<file path="src/rtl/door_controller_1315.sv">
// Motorised door controller: button/sensor/light-barrier driven FSM with flashing warning and courtesy lights.
// Optional run-time limit into FAULT is compiled in with `define DOOR_RUN_TIMEOUT_EN.
module door_controller_1315 #(
  parameter int unsigned FLASH_DIV    = 32'd2,
  parameter int unsigned LIGHT_CYCLES = 32'd10,
  parameter int unsigned MAX_RUN      = 32'd64
) (
  input  logic clk,
  input  logic rst_n,
  input  logic buttonup,
  input  logic buttondown,
  input  logic sensortop,
  input  logic sensorbottom,
  input  logic lightbarrier,
  output logic motorleft,
  output logic motorright,
  output logic lightsteady,
  output logic lightflash
);

  typedef enum logic [2:0] {
    ST_INIT    = 3'd0,
    ST_OPENING = 3'd1,
    ST_OPEN    = 3'd2,
    ST_CLOSING = 3'd3,
    ST_CLOSED  = 3'd4,
    ST_FAULT   = 3'd5
  } state_e;

  localparam int unsigned FW = (FLASH_DIV > 32'd1) ? $clog2(FLASH_DIV) : 32'd1;
  localparam int unsigned LW = $clog2(LIGHT_CYCLES + 32'd1);
  localparam logic [FW-1:0] FLASH_LAST = FW'(FLASH_DIV - 32'd1);
  localparam logic [LW-1:0] LIGHT_LOAD = LW'(LIGHT_CYCLES);

  state_e         state_q, state_d;
  logic [FW-1:0]  flash_cnt_q, flash_cnt_d;
  logic           flash_ph_q, flash_ph_d;
  logic [LW-1:0]  light_cnt_q, light_cnt_d;
  logic           motorleft_q, motorleft_d;
  logic           motorright_q, motorright_d;
  logic           lightsteady_q, lightsteady_d;
  logic           lightflash_q, lightflash_d;

  logic up_req_s, dn_req_s, both_sens_s, moving_d_s, parked_d_s, entered_s;
  logic run_expired_s;

  // Pressing both buttons at once counts as no request at all.
  assign up_req_s    = buttonup & ~buttondown;
  assign dn_req_s    = buttondown & ~buttonup;
  assign both_sens_s = sensortop & sensorbottom;

`ifdef DOOR_RUN_TIMEOUT_EN
  localparam int unsigned RW = (MAX_RUN > 32'd1) ? $clog2(MAX_RUN) : 32'd1;
  localparam logic [RW-1:0] RUN_LAST = RW'(MAX_RUN - 32'd1);

  logic [RW-1:0] run_cnt_q, run_cnt_d;

  // Run-time counter restarts whenever a new motion (or reversal) begins.
  always_comb begin
    run_cnt_d = {RW{1'b0}};
    if (moving_d_s && !entered_s) begin
      if (run_cnt_q != RUN_LAST) begin
        run_cnt_d = run_cnt_q + RW'(1);
      end else begin
        run_cnt_d = run_cnt_q;
      end
    end else begin
      run_cnt_d = {RW{1'b0}};
    end
  end

  // Run-time counter register.
  always_ff @(posedge clk or negedge rst_n) begin
    if (!rst_n) begin
      run_cnt_q <= {RW{1'b0}};
    end else begin
      run_cnt_q <= run_cnt_d;
    end
  end

  assign run_expired_s = (run_cnt_q == RUN_LAST);
`else
  logic unused_run_s;
  assign unused_run_s  = ^(32'(MAX_RUN));
  assign run_expired_s = 1'b0;
`endif

  // Next-state decode; a double end-stop reading overrides every state.
  always_comb begin
    state_d = state_q;
    if (both_sens_s) begin
      state_d = ST_FAULT;
    end else begin
      case (state_q)
        ST_INIT: begin
          if (sensortop)         state_d = ST_OPEN;
          else if (sensorbottom) state_d = ST_CLOSED;
          else                   state_d = ST_OPENING;
        end
        ST_OPENING: begin
          if (sensortop)                          state_d = ST_OPEN;
          else if (run_expired_s)                 state_d = ST_FAULT;
          else if (dn_req_s && !lightbarrier)     state_d = ST_CLOSING;
          else                                    state_d = ST_OPENING;
        end
        ST_OPEN: begin
          if (dn_req_s && !lightbarrier) state_d = ST_CLOSING;
          else                           state_d = ST_OPEN;
        end
        ST_CLOSING: begin
          if (lightbarrier)       state_d = ST_OPENING;
          else if (sensorbottom)  state_d = ST_CLOSED;
          else if (run_expired_s) state_d = ST_FAULT;
          else if (up_req_s)      state_d = ST_OPENING;
          else                    state_d = ST_CLOSING;
        end
        ST_CLOSED: begin
          if (up_req_s) state_d = ST_OPENING;
          else          state_d = ST_CLOSED;
        end
        ST_FAULT: state_d = ST_INIT;
        default:  state_d = ST_INIT;
      endcase
    end
  end

  assign moving_d_s = (state_d == ST_OPENING) || (state_d == ST_CLOSING);
  assign parked_d_s = (state_d == ST_OPEN) || (state_d == ST_CLOSED);
  assign entered_s  = (state_d != state_q);

  // Flash phase restarts high on every motion entry; courtesy timer loads on every park entry.
  always_comb begin
    flash_cnt_d = {FW{1'b0}};
    flash_ph_d  = 1'b0;
    light_cnt_d = {LW{1'b0}};
    if (moving_d_s) begin
      if (entered_s) begin
        flash_cnt_d = {FW{1'b0}};
        flash_ph_d  = 1'b1;
      end else if (flash_cnt_q == FLASH_LAST) begin
        flash_cnt_d = {FW{1'b0}};
        flash_ph_d  = ~flash_ph_q;
      end else begin
        flash_cnt_d = flash_cnt_q + FW'(1);
        flash_ph_d  = flash_ph_q;
      end
    end else begin
      flash_cnt_d = {FW{1'b0}};
      flash_ph_d  = 1'b0;
    end
    if (parked_d_s) begin
      if (entered_s)                        light_cnt_d = LIGHT_LOAD;
      else if (light_cnt_q != {LW{1'b0}})   light_cnt_d = light_cnt_q - LW'(1);
      else                                  light_cnt_d = light_cnt_q;
    end else begin
      light_cnt_d = {LW{1'b0}};
    end
  end

  // Output decode from next-state values so the output registers track the state register.
  always_comb begin
    motorleft_d   = (state_d == ST_OPENING);
    motorright_d  = (state_d == ST_CLOSING);
    lightsteady_d = moving_d_s || (parked_d_s && (light_cnt_d != {LW{1'b0}}));
    lightflash_d  = moving_d_s ? flash_ph_d : (state_d == ST_FAULT);
  end

  // State, counter and output registers.
  always_ff @(posedge clk or negedge rst_n) begin
    if (!rst_n) begin
      state_q       <= ST_INIT;
      flash_cnt_q   <= {FW{1'b0}};
      flash_ph_q    <= 1'b0;
      light_cnt_q   <= {LW{1'b0}};
      motorleft_q   <= 1'b0;
      motorright_q  <= 1'b0;
      lightsteady_q <= 1'b0;
      lightflash_q  <= 1'b0;
    end else begin
      state_q       <= state_d;
      flash_cnt_q   <= flash_cnt_d;
      flash_ph_q    <= flash_ph_d;
      light_cnt_q   <= light_cnt_d;
      motorleft_q   <= motorleft_d;
      motorright_q  <= motorright_d;
      lightsteady_q <= lightsteady_d;
      lightflash_q  <= lightflash_d;
    end
  end

  assign motorleft   = motorleft_q;
  assign motorright  = motorright_q;
  assign lightsteady = lightsteady_q;
  assign lightflash  = lightflash_q;

endmodule

</file>
<file path="config.mk">
export PLATFORM = sky130hd
export DESIGN_NAME = door_controller_1315
export DESIGN_NICKNAME = d
export VERILOG_FILES = /design/src/rtl/door_controller_1315.sv
export SDC_FILE = /design/constraint.sdc
export NUM_CORES = 1
export LEC_CHECK = 0
export BUFFER_PORTS_ARGS = -buffer_cell sky130_fd_sc_hd__buf_2
export CAP_MARGIN = 20
export CORE_MARGIN = 1.5
export CORE_UTILIZATION = 38
export DETAILED_ROUTE_END_ITERATION = 8
export GPL_TIMING_DRIVEN = 0
export PLACE_DENSITY = 0.58
export SYNTH_ARGS = -nofsm -noshare
export SYNTH_HDL_FRONTEND = slang
export SYNTH_SLANG_ARGS = --single-unit
export TNS_END_PERCENT = 100
</file>
<file path="constraint.sdc">
create_clock -name clk -period 1.9 [get_ports clk]
set_input_delay 0 -clock clk [delete_from_list [all_inputs] [get_ports clk]]
set_output_delay 0 -clock clk [all_outputs]
set_load 0.03 [all_outputs]
</file>
## Word-level counts from Yosys, hierarchy flattened

Cells that the tools add are included.

- Equality and inequality tests: 10
- $add $sub $neg: 2
- Bitwise operators: 6
- Reduce and logical (&&, ||, !) cells: 9
- Multiplexer cells: 21

Operators by type and width:

| cell | count |
|---|---|
| $mux 3 | 6 |
| $pmux 3 s5 | 1 |
| $eq 3x2->1 const B | 4 |
| $mux 4 | 3 |
| $eq 3x3->1 const B | 3 |
| $mux 1 | 8 |
| $reduce_bool 4->1 | 2 |
| $eq 3x1->1 const B | 2 |
| $mux 2 | 3 |
| $sub 4x1->4 const B | 1 |
| $and 1x1->1 | 3 |
| $logic_not 3->1 | 1 |
| $logic_or 1x1->1 | 3 |
| $ne 3x3->1 | 1 |
| $not 1->1 | 3 |
| $logic_and 1x1->1 | 2 |
| $add 1x1->1 const B | 1 |
| $logic_not 1->1 | 1 |

- Word-level logic and storage cells: 56
- Output and inout port bits: 4
- Flip-flop bits (word level): 13
- Input bits: 7

## Logic depth before layout (Yosys ltp)

Gate-level depths: netlist of the first run.

- Word-level depth: 13
- Gate-level depth with buffers: 7
- Mapped depth without buffers: 7

## Worst setup path after synthesis of the first run

Ideal clock, no wire load.

- Path kind: register to register
- From: register state_q[1]
- To: register light_cnt_q[0]
- Data required time: 1.820 ns
- Setup time: 0.080 ns
- Cell stages (with the launch flop): 8
- Period minus slack after synthesis: 1.731 ns
- Path buffers: 2
- Arrival: 1.650 ns
- Path slack: 0.169 ns
- Cells stage by stage: dfrtp_1 buf_6 nor2b_4 a2111o_1 a221oi_2 and3_1 buf_6 nor3b_2

- Word-level cells in the longest chain between the ends: 6
- Elaborated cells on any way between the ends: 13
- Those cells by class: 7 x eq/ne; 4 x mux; 2 x reduce/logical

Ends and longest elaborated chain:

| item | RTL line | RTL |
|---|---|---|
| start: declaration | 35 | `state_e state_q, state_d;` |
| start signal: assignment | 180 | `state_q <= state_d;` |
| $eq 3x3->1 (tied with other cells) | 94 | `case (state_q)` |
| $pmux 3 s5 | 94 |  |
| $mux 3 | 91 | `if (both_sens_s) begin` |
| $ne 3x3->1 (tied with other cells) | 129 | `assign entered_s = (state_d != state_q);` |
| $mux 4 / $logic_or 1x1->1 (equally long branches) | 152, 128 |  |
| $mux 4 (*) | 151 | `if (parked_d_s) begin` |
| via light_cnt_d[0] | 38 | `logic [LW-1:0] light_cnt_q, light_cnt_d;` |
| end signal: assignment | 174 | `light_cnt_q <= {LW{1'b0}};` |
| end signal: assignment | 183 | `light_cnt_q <= light_cnt_d;` |
| end: declaration | 38 |  |

The timed path passes the listed nets; every way through them passes the cells marked *.

## Worst setup path after layout of the first run

- From: register state_q[1]
- To: register light_cnt_q[2]

Same word-level chain as after synthesis.

==> results of run 1 <==
==> critical path: cells and delay by family (launching register included) <==
kind	cells	cell delay, ns
AOI/OAI and AO/OA	2	0.62
DFF	1	0.38
and+or+nand+nor	3	0.48
buffers and inverters	2	0.26
==> registers in the layout, summed over array words and instances (netlist names) <==
register / cells
lightsteady: 1
state_q: 3
motorleft: 1
lightflash: 1
motorright: 1
flash_ph_q: 1
flash_cnt_q: 1
light_cnt_q: 4
==> logic make-up after synthesis <==
family	after synthesis
AOI/OAI and AO/OA	25
and+or+nand+nor	35
xor gates and xnor gates	2
adders and majority gates	1
buffers and inverters	9
muxes	1
DFF	13
==> power groups by stage <==
| stage | clock network (mW) | logic (mW) | registers [mW] |
|---|---|---|---|
| CTS | 0.172 | 0.574 | 0.381 |
| global placement | 0 | 0.562 | 0.385 |
| global route | 0.184 | 0.662 | 0.390 |
| floorplan | 0 | 0.398 | 0.437 |
| finish | 0.165 | 0.597 | 0.381 |
| detailed placement | 0 | 0.570 | 0.387 |
==> per-layer routing <==
metal	up-vias	global-route usage, %	part of all wire (%)
li1	341	-	-
met1	316	19.19	48
met2	9	23.11	48
met3	0	4.545	3.3
met4	0	2.778	0
met5	-	0	0
==> cell type report <==
| class | count | area [um^2] |
|---|---|---|
| fill | 212 | 1046 |
| multi-input combinational | 64 | 466.7 |
| inverter | 5 | 18.77 |
| timing repair buffer | 11 | 60.06 |
| sequential | 13 | 325.3 |
| clock buffer | 4 | 26.28 |
| buffer | 4 | 45.04 |
| tap | 27 | 33.78 |
==> per-stage QoR <==
step                worst slack [ns]  utilization (%)
floorplan                     0.1692                -
global placement             0.07050            45.42
detailed placement           0.04601            45.42
CTS                          0.02738            47.22
global route                 0.02479            48.27
finish                       0.08838            48.27
==> cells in the mapped netlist, drive strengths merged, types with 3 or more instances <==
| cell | count | share of area, % |
|---|---|---|
| a21oi | 9 | 5.4 |
| buf | 4 | 5.4 |
| dfrtp | 13 | 39 |
| inv | 5 | 2.2 |
| nand2 | 3 | 1.3 |
| nor2 | 6 | 2.7 |
| nor2b | 6 | 5.4 |
| nor3b | 4 | 5.4 |
| o21ai | 5 | 3.4 |
==> what timing repair did <==
action	CTS	global route
endpoints found under the hold margin	13	0
setup buffers	0	0
gates resized for setup	0	5
hold buffers	1	0
endpoints found under the setup margin	0	4
==> path summary, 6_finish.rpt <==
path                             start        endpoint  slack, ns  cells after the start
min in group clk             sensortop      lightflash       0.15                      3
max in group asynchronous        rst_n     flash_cnt_q       1.54                      2
setup reg to reg            state_q[1]  light_cnt_q[2]       0.09                      7
setup / recovery            state_q[1]  light_cnt_q[2]       0.09                      7
hold reg to reg            flash_cnt_q     flash_cnt_q       0.47                      1
hold / removal                   rst_n  light_cnt_q[2]       0.13                      2
==> results.ini, run 1 <==
[detailed_routing]
drt-pass1-iter-count=4
wl_per_cell_um=12.40
ant_nets=0
via_per_inst=5.203
dr_total_vias=666
drcViolationCount=0
drt_wl_total_mm=1.587
dr.first_iter.drc_count=12

[pwr]
powerDensity_mw_per_mm2=1171
power_frac_clock_pct=14.5
ir_drop_mv=0.7530
p_leak_nw=0.4302
p_sw_share_pct=39.74
p_sw_mw=0.4542
p_int_mw=0.6887
power.total_mw=1.143
seq_power_share_pct=33.3
pwr-share-comb_pct=52.2

[synth]
seq_area_frac_synth_pct=38.98
synthSimpleGateAreaFrac_pct=27.89
synth-xor-area-share_pct=2.099
synth_edf_count=0
synth_top_family_by_area=simple AND/OR/NAND/NOR gates
synthesis.area_um2=834.6
yosys.area_share.adder_pct=1.499
synth_seq_cells=13
syn_area_per_cell_um2=9.704
synth_compound_area_share_pct=20.69
synthMuxAreaShare_pct=1.199
ys_warn_count=0
synth_nets=94
synth_async_sr_flop_share_pct=100.0
synth_ff_type=dfrtp_1
syn_inst=86
ys_types=37

[floorplanning]
fp.dieW_um=49.87
die_height_um=49.87
io_pins=11
core_mm2=0.002022
num_rows=16
die_area_mm2=0.002487
start_util_pct=41.27

[final_layout]
final_area_um2=975.9
area_growth_pct=16.94
final_cells=128
antenna_cells=0
fin_nets=110
layout_commonest_cell=dfrtp_1
layout-drive-gt1-share_pct=27.72
layout_common_cells=dfrtp_1 (13), buf_2 (10), a21oi_1 (9)

[global_route]
grt_start_max_net_pins=14
grt_util_all_layers_pct=14.43
grt_pass1_wl_mm=2.753
gr-total-overflow=0
antenna_found_initial=0
grt_pass1_vias=627

[timing]
rsz0062_at_grt=no
clock-skew-final_ns=0.003973
finalCriticalPeriod_ns=1.812
holdWs_ns=0.1339
finalCritPeriodShare_pct=95.35
max-slew-margin-rel_pct=72.62
worstMarginPinSlew_ns=0.4107
fin_setup_tns_ns=0
clock.fmax_ghz=0.5520
slew_violations=0
finalSetupViolations=0
hold_viol_final=0

[placed_design]
place_area_um2=918.4
place_congestion=0.7800
dp_hpwl_mm=1.221
port_buffers=10
dp_cells=123

[critical_path]
max_stage_delay_ns=0.38
worst-setup-path-type=flip-flop to flip-flop
critPathRequiredTime_ns=2.10
cp.arrival_ns=2.01
critPathLaunchType=flip-flop
cp_max_fo=9
cp_slowest_cell=dfrtp_1
endpoint_kind=flip-flop
cp_cell_sequence=buf_6 -> nor2b_4 -> a2111o_1 -> a221oi_2 -> and3_1 -> buf_6 -> nor3b_2
crit_top_cell=buf_6

[flow_run]
maxCapViolCount=0

[clock_network]
clkSinkCount=13
clk_pin_slew_ns=0.08
ctsLongestPathBuffers=2
cts_inserted_buffers=3
clk_latency_ns=0.27
cts_root_buffer=clkbuf_4
cts_tree=built
htreeDepth=1

[run_status]
outcome=finished, final reports clean

[worst_hold_path]
hp-class=input pin to asynchronous set/reset pin

Note: power is estimated with default switching activity, not from simulation.
==> run 2, diff against run 1 <==
--- a/config.mk
+++ b/config.mk
@@ -6,12 +6,13 @@
 export NUM_CORES = 1
 export LEC_CHECK = 0
 export BUFFER_PORTS_ARGS = -buffer_cell sky130_fd_sc_hd__buf_2
-export CAP_MARGIN = 20
 export CORE_MARGIN = 1.5
 export CORE_UTILIZATION = 38
 export DETAILED_ROUTE_END_ITERATION = 8
 export GPL_TIMING_DRIVEN = 0
+export HOLD_SLACK_MARGIN = 0.1
 export PLACE_DENSITY = 0.58
+export RECOVER_POWER = 50
 export SYNTH_ARGS = -nofsm -noshare
 export SYNTH_HDL_FRONTEND = slang
 export SYNTH_SLANG_ARGS = --single-unit
==> run 2 against run 1 <==
  * Final cell count is the same
  * Core utilization shrank 0.19 points
  * Clock skew is essentially flat
  * Via count is the same
  * Global-route usage is the same
  * Clock-buffer cell count is the same
  * Sequential power is essentially flat
  * Largest cell class unchanged
  * Largest power group unchanged
  * Highest routed layer unchanged
==> results.ini, run 2 (synthesis gave the netlist of run 1 again) <==
[run_status]
outcome=finished, final reports clean

[detailed_routing]
ant_nets=0
top_layer_used=met3
wl_met1_um=768
dr_total_vias=666
drcViolationCount=0
via_per_inst=5.203
drt_wl_total_mm=1.591
dr_wl_met2_um=769
dr.first_iter.drc_count=10
drt-pass1-iter-count=4
wl_met3_um=53
wl_per_cell_um=12.43

[timing]
holdWs_ns=0.1509
slew_violations=0
worstMarginPinSlew_ns=0.7029
finalCritPeriodShare_pct=95.35
finalCriticalPeriod_ns=1.812
final.setup.worst_slack_ns=0.08838
clock.fmax_ghz=0.5520
finalSetupViolations=0
clock-skew-final_ns=0.003973
hold_viol_final=0
rsz0062_at_grt=no
max-slew-margin-rel_pct=53.14
fin_setup_tns_ns=0

[floorplanning]
io_pins=11
die_area_mm2=0.002487
start_util_pct=41.27
die_height_um=49.87
fp.dieW_um=49.87
core_mm2=0.002022
num_rows=16

[pwr]
p_sw_mw=0.4547
pwr-share-comb_pct=52.1
p_int_mw=0.6858
p_sw_share_pct=39.87
p_leak_nw=0.4197
power.total_mw=1.140
seq_power_share_pct=33.4
power_frac_clock_pct=14.5
ir_drop_mv=0.7525
powerDensity_mw_per_mm2=1173

[global_route]
grt_util_all_layers_pct=14.43
antenna_found_initial=0
grt_pass1_vias=627
grt_start_max_net_pins=14
grt_pass1_wl_mm=2.753
gr-total-overflow=0

[critical_path]
cp_cell_sequence=buf_6 -> nor2b_4 -> a2111o_1 -> a221oi_2 -> and3_1 -> buf_6 -> nor3b_2
crit_family=compound AO/OA/AOI/OAI gates
critPathLaunchType=flip-flop
endpoint_kind=flip-flop
worst-setup-path-type=flip-flop to flip-flop
cp_max_fo=9
critPathRequiredTime_ns=2.10
max_stage_delay_ns=0.38
cp.arrival_ns=2.01
path_buf_inv=2
crit_top_cell=buf_6
cp_slowest_cell=dfrtp_1

[final_layout]
fin_nets=110
layout_commonest_cell=dfrtp_1
antenna_cells=0
fill_cells=215
layout_common_cells=dfrtp_1 (13), a21oi_1 (9), buf_2 (7)
largest_registers=light_cnt_q (4), state_q (3)
layout-drive-gt1-share_pct=24.75
final_cells=128
top_register=light_cnt_q
largest_reg_flops=4
area_growth_pct=16.49

[clock_network]
cts_inserted_buffers=3
ctsLongestPathBuffers=2
cts_root_buffer=clkbuf_4
clk_latency_ns=0.27
clk_pin_slew_ns=0.08
post_cts_buffers=0
clkSinkCount=13
htreeDepth=1
cts_tree=built

[placed_design]
dp_cells=123
dp_hpwl_mm=1.221
port_buffers=10
dp_slack_ns=0.04601
place_congestion=0.7800

[flow_run]
maxCapViolCount=0

[worst_hold_path]
hp-class=input pin to flip-flop

## run 2: worst register-to-register path: stages (launching register included)
cell,delay [ns]
dfrtp_1,0.38
buf_6,0.14
nor2b_4,0.13
a2111o_1,0.37
a221oi_2,0.25
and3_1,0.20
buf_6,0.12
nor3b_2,0.16
## run 2: power by group through the flow
| stage | Combinational [mW] | Sequential [mW] | Clock (mW) |
|---|---|---|---|
| 2_1_floorplan | 0.398 | 0.437 | 0 |
| 3_3_place_gp | 0.562 | 0.385 | 0 |
| 3_5_place_dp | 0.570 | 0.387 | 0 |
| 4_1_cts | 0.574 | 0.381 | 0.172 |
| 5_1_grt | 0.659 | 0.390 | 0.184 |
| 6_report | 0.594 | 0.381 | 0.165 |
## run 2: per-layer routing
metal	GRT usage, %	vias up
met5	0	-
met2	23.11	9
met3	4.545	0
met4	2.778	0
li1	-	341
met1	19.19	316
## run 2: worst paths after layout
path | start | endpoint | slack, ns | depth (start not counted)
max in group asynchronous | rst_n | flash_cnt_q | 1.17 | 2
worst max register to register | state_q[1] | light_cnt_q[2] | 0.09 | 7
worst min register to register | flash_cnt_q | flash_cnt_q | 0.47 | 1
worst min-delay path | sensortop | lightflash | 0.15 | 3
min in group asynchronous | rst_n | light_cnt_q[2] | 0.28 | 2
worst max-delay path | state_q[1] | light_cnt_q[2] | 0.09 | 7
## run 2: layout make-up
class | instances | area [um^2] | share of cell area [%]
multi-input cells | 64 | 466.7 | 48.01
flip-flops and latches | 13 | 325.3 | 33.46
repair buffers | 11 | 56.30 | 5.792
plain buffers | 4 | 45.04 | 4.633
well taps | 27 | 33.78 | 3.475
clock buffers | 4 | 26.28 | 2.703
inverters | 5 | 18.77 | 1.931
## run 2: what timing repair did
action / in CTS / in global routing
endpoints found under the hold margin: 13 / 0
gates resized for setup: 0 / 5
hold buffers: 1 / 0
setup endpoints to repair: 0 / 4
## run 2: per-stage QoR
stage               utilization (%)  cell area (um^2)
floorplan                         -             834.6
global placement              45.42             918.4
detailed placement            45.42             918.4
CTS                           47.22             954.7
global route                  48.08             972.2
finish                        48.08             972.2
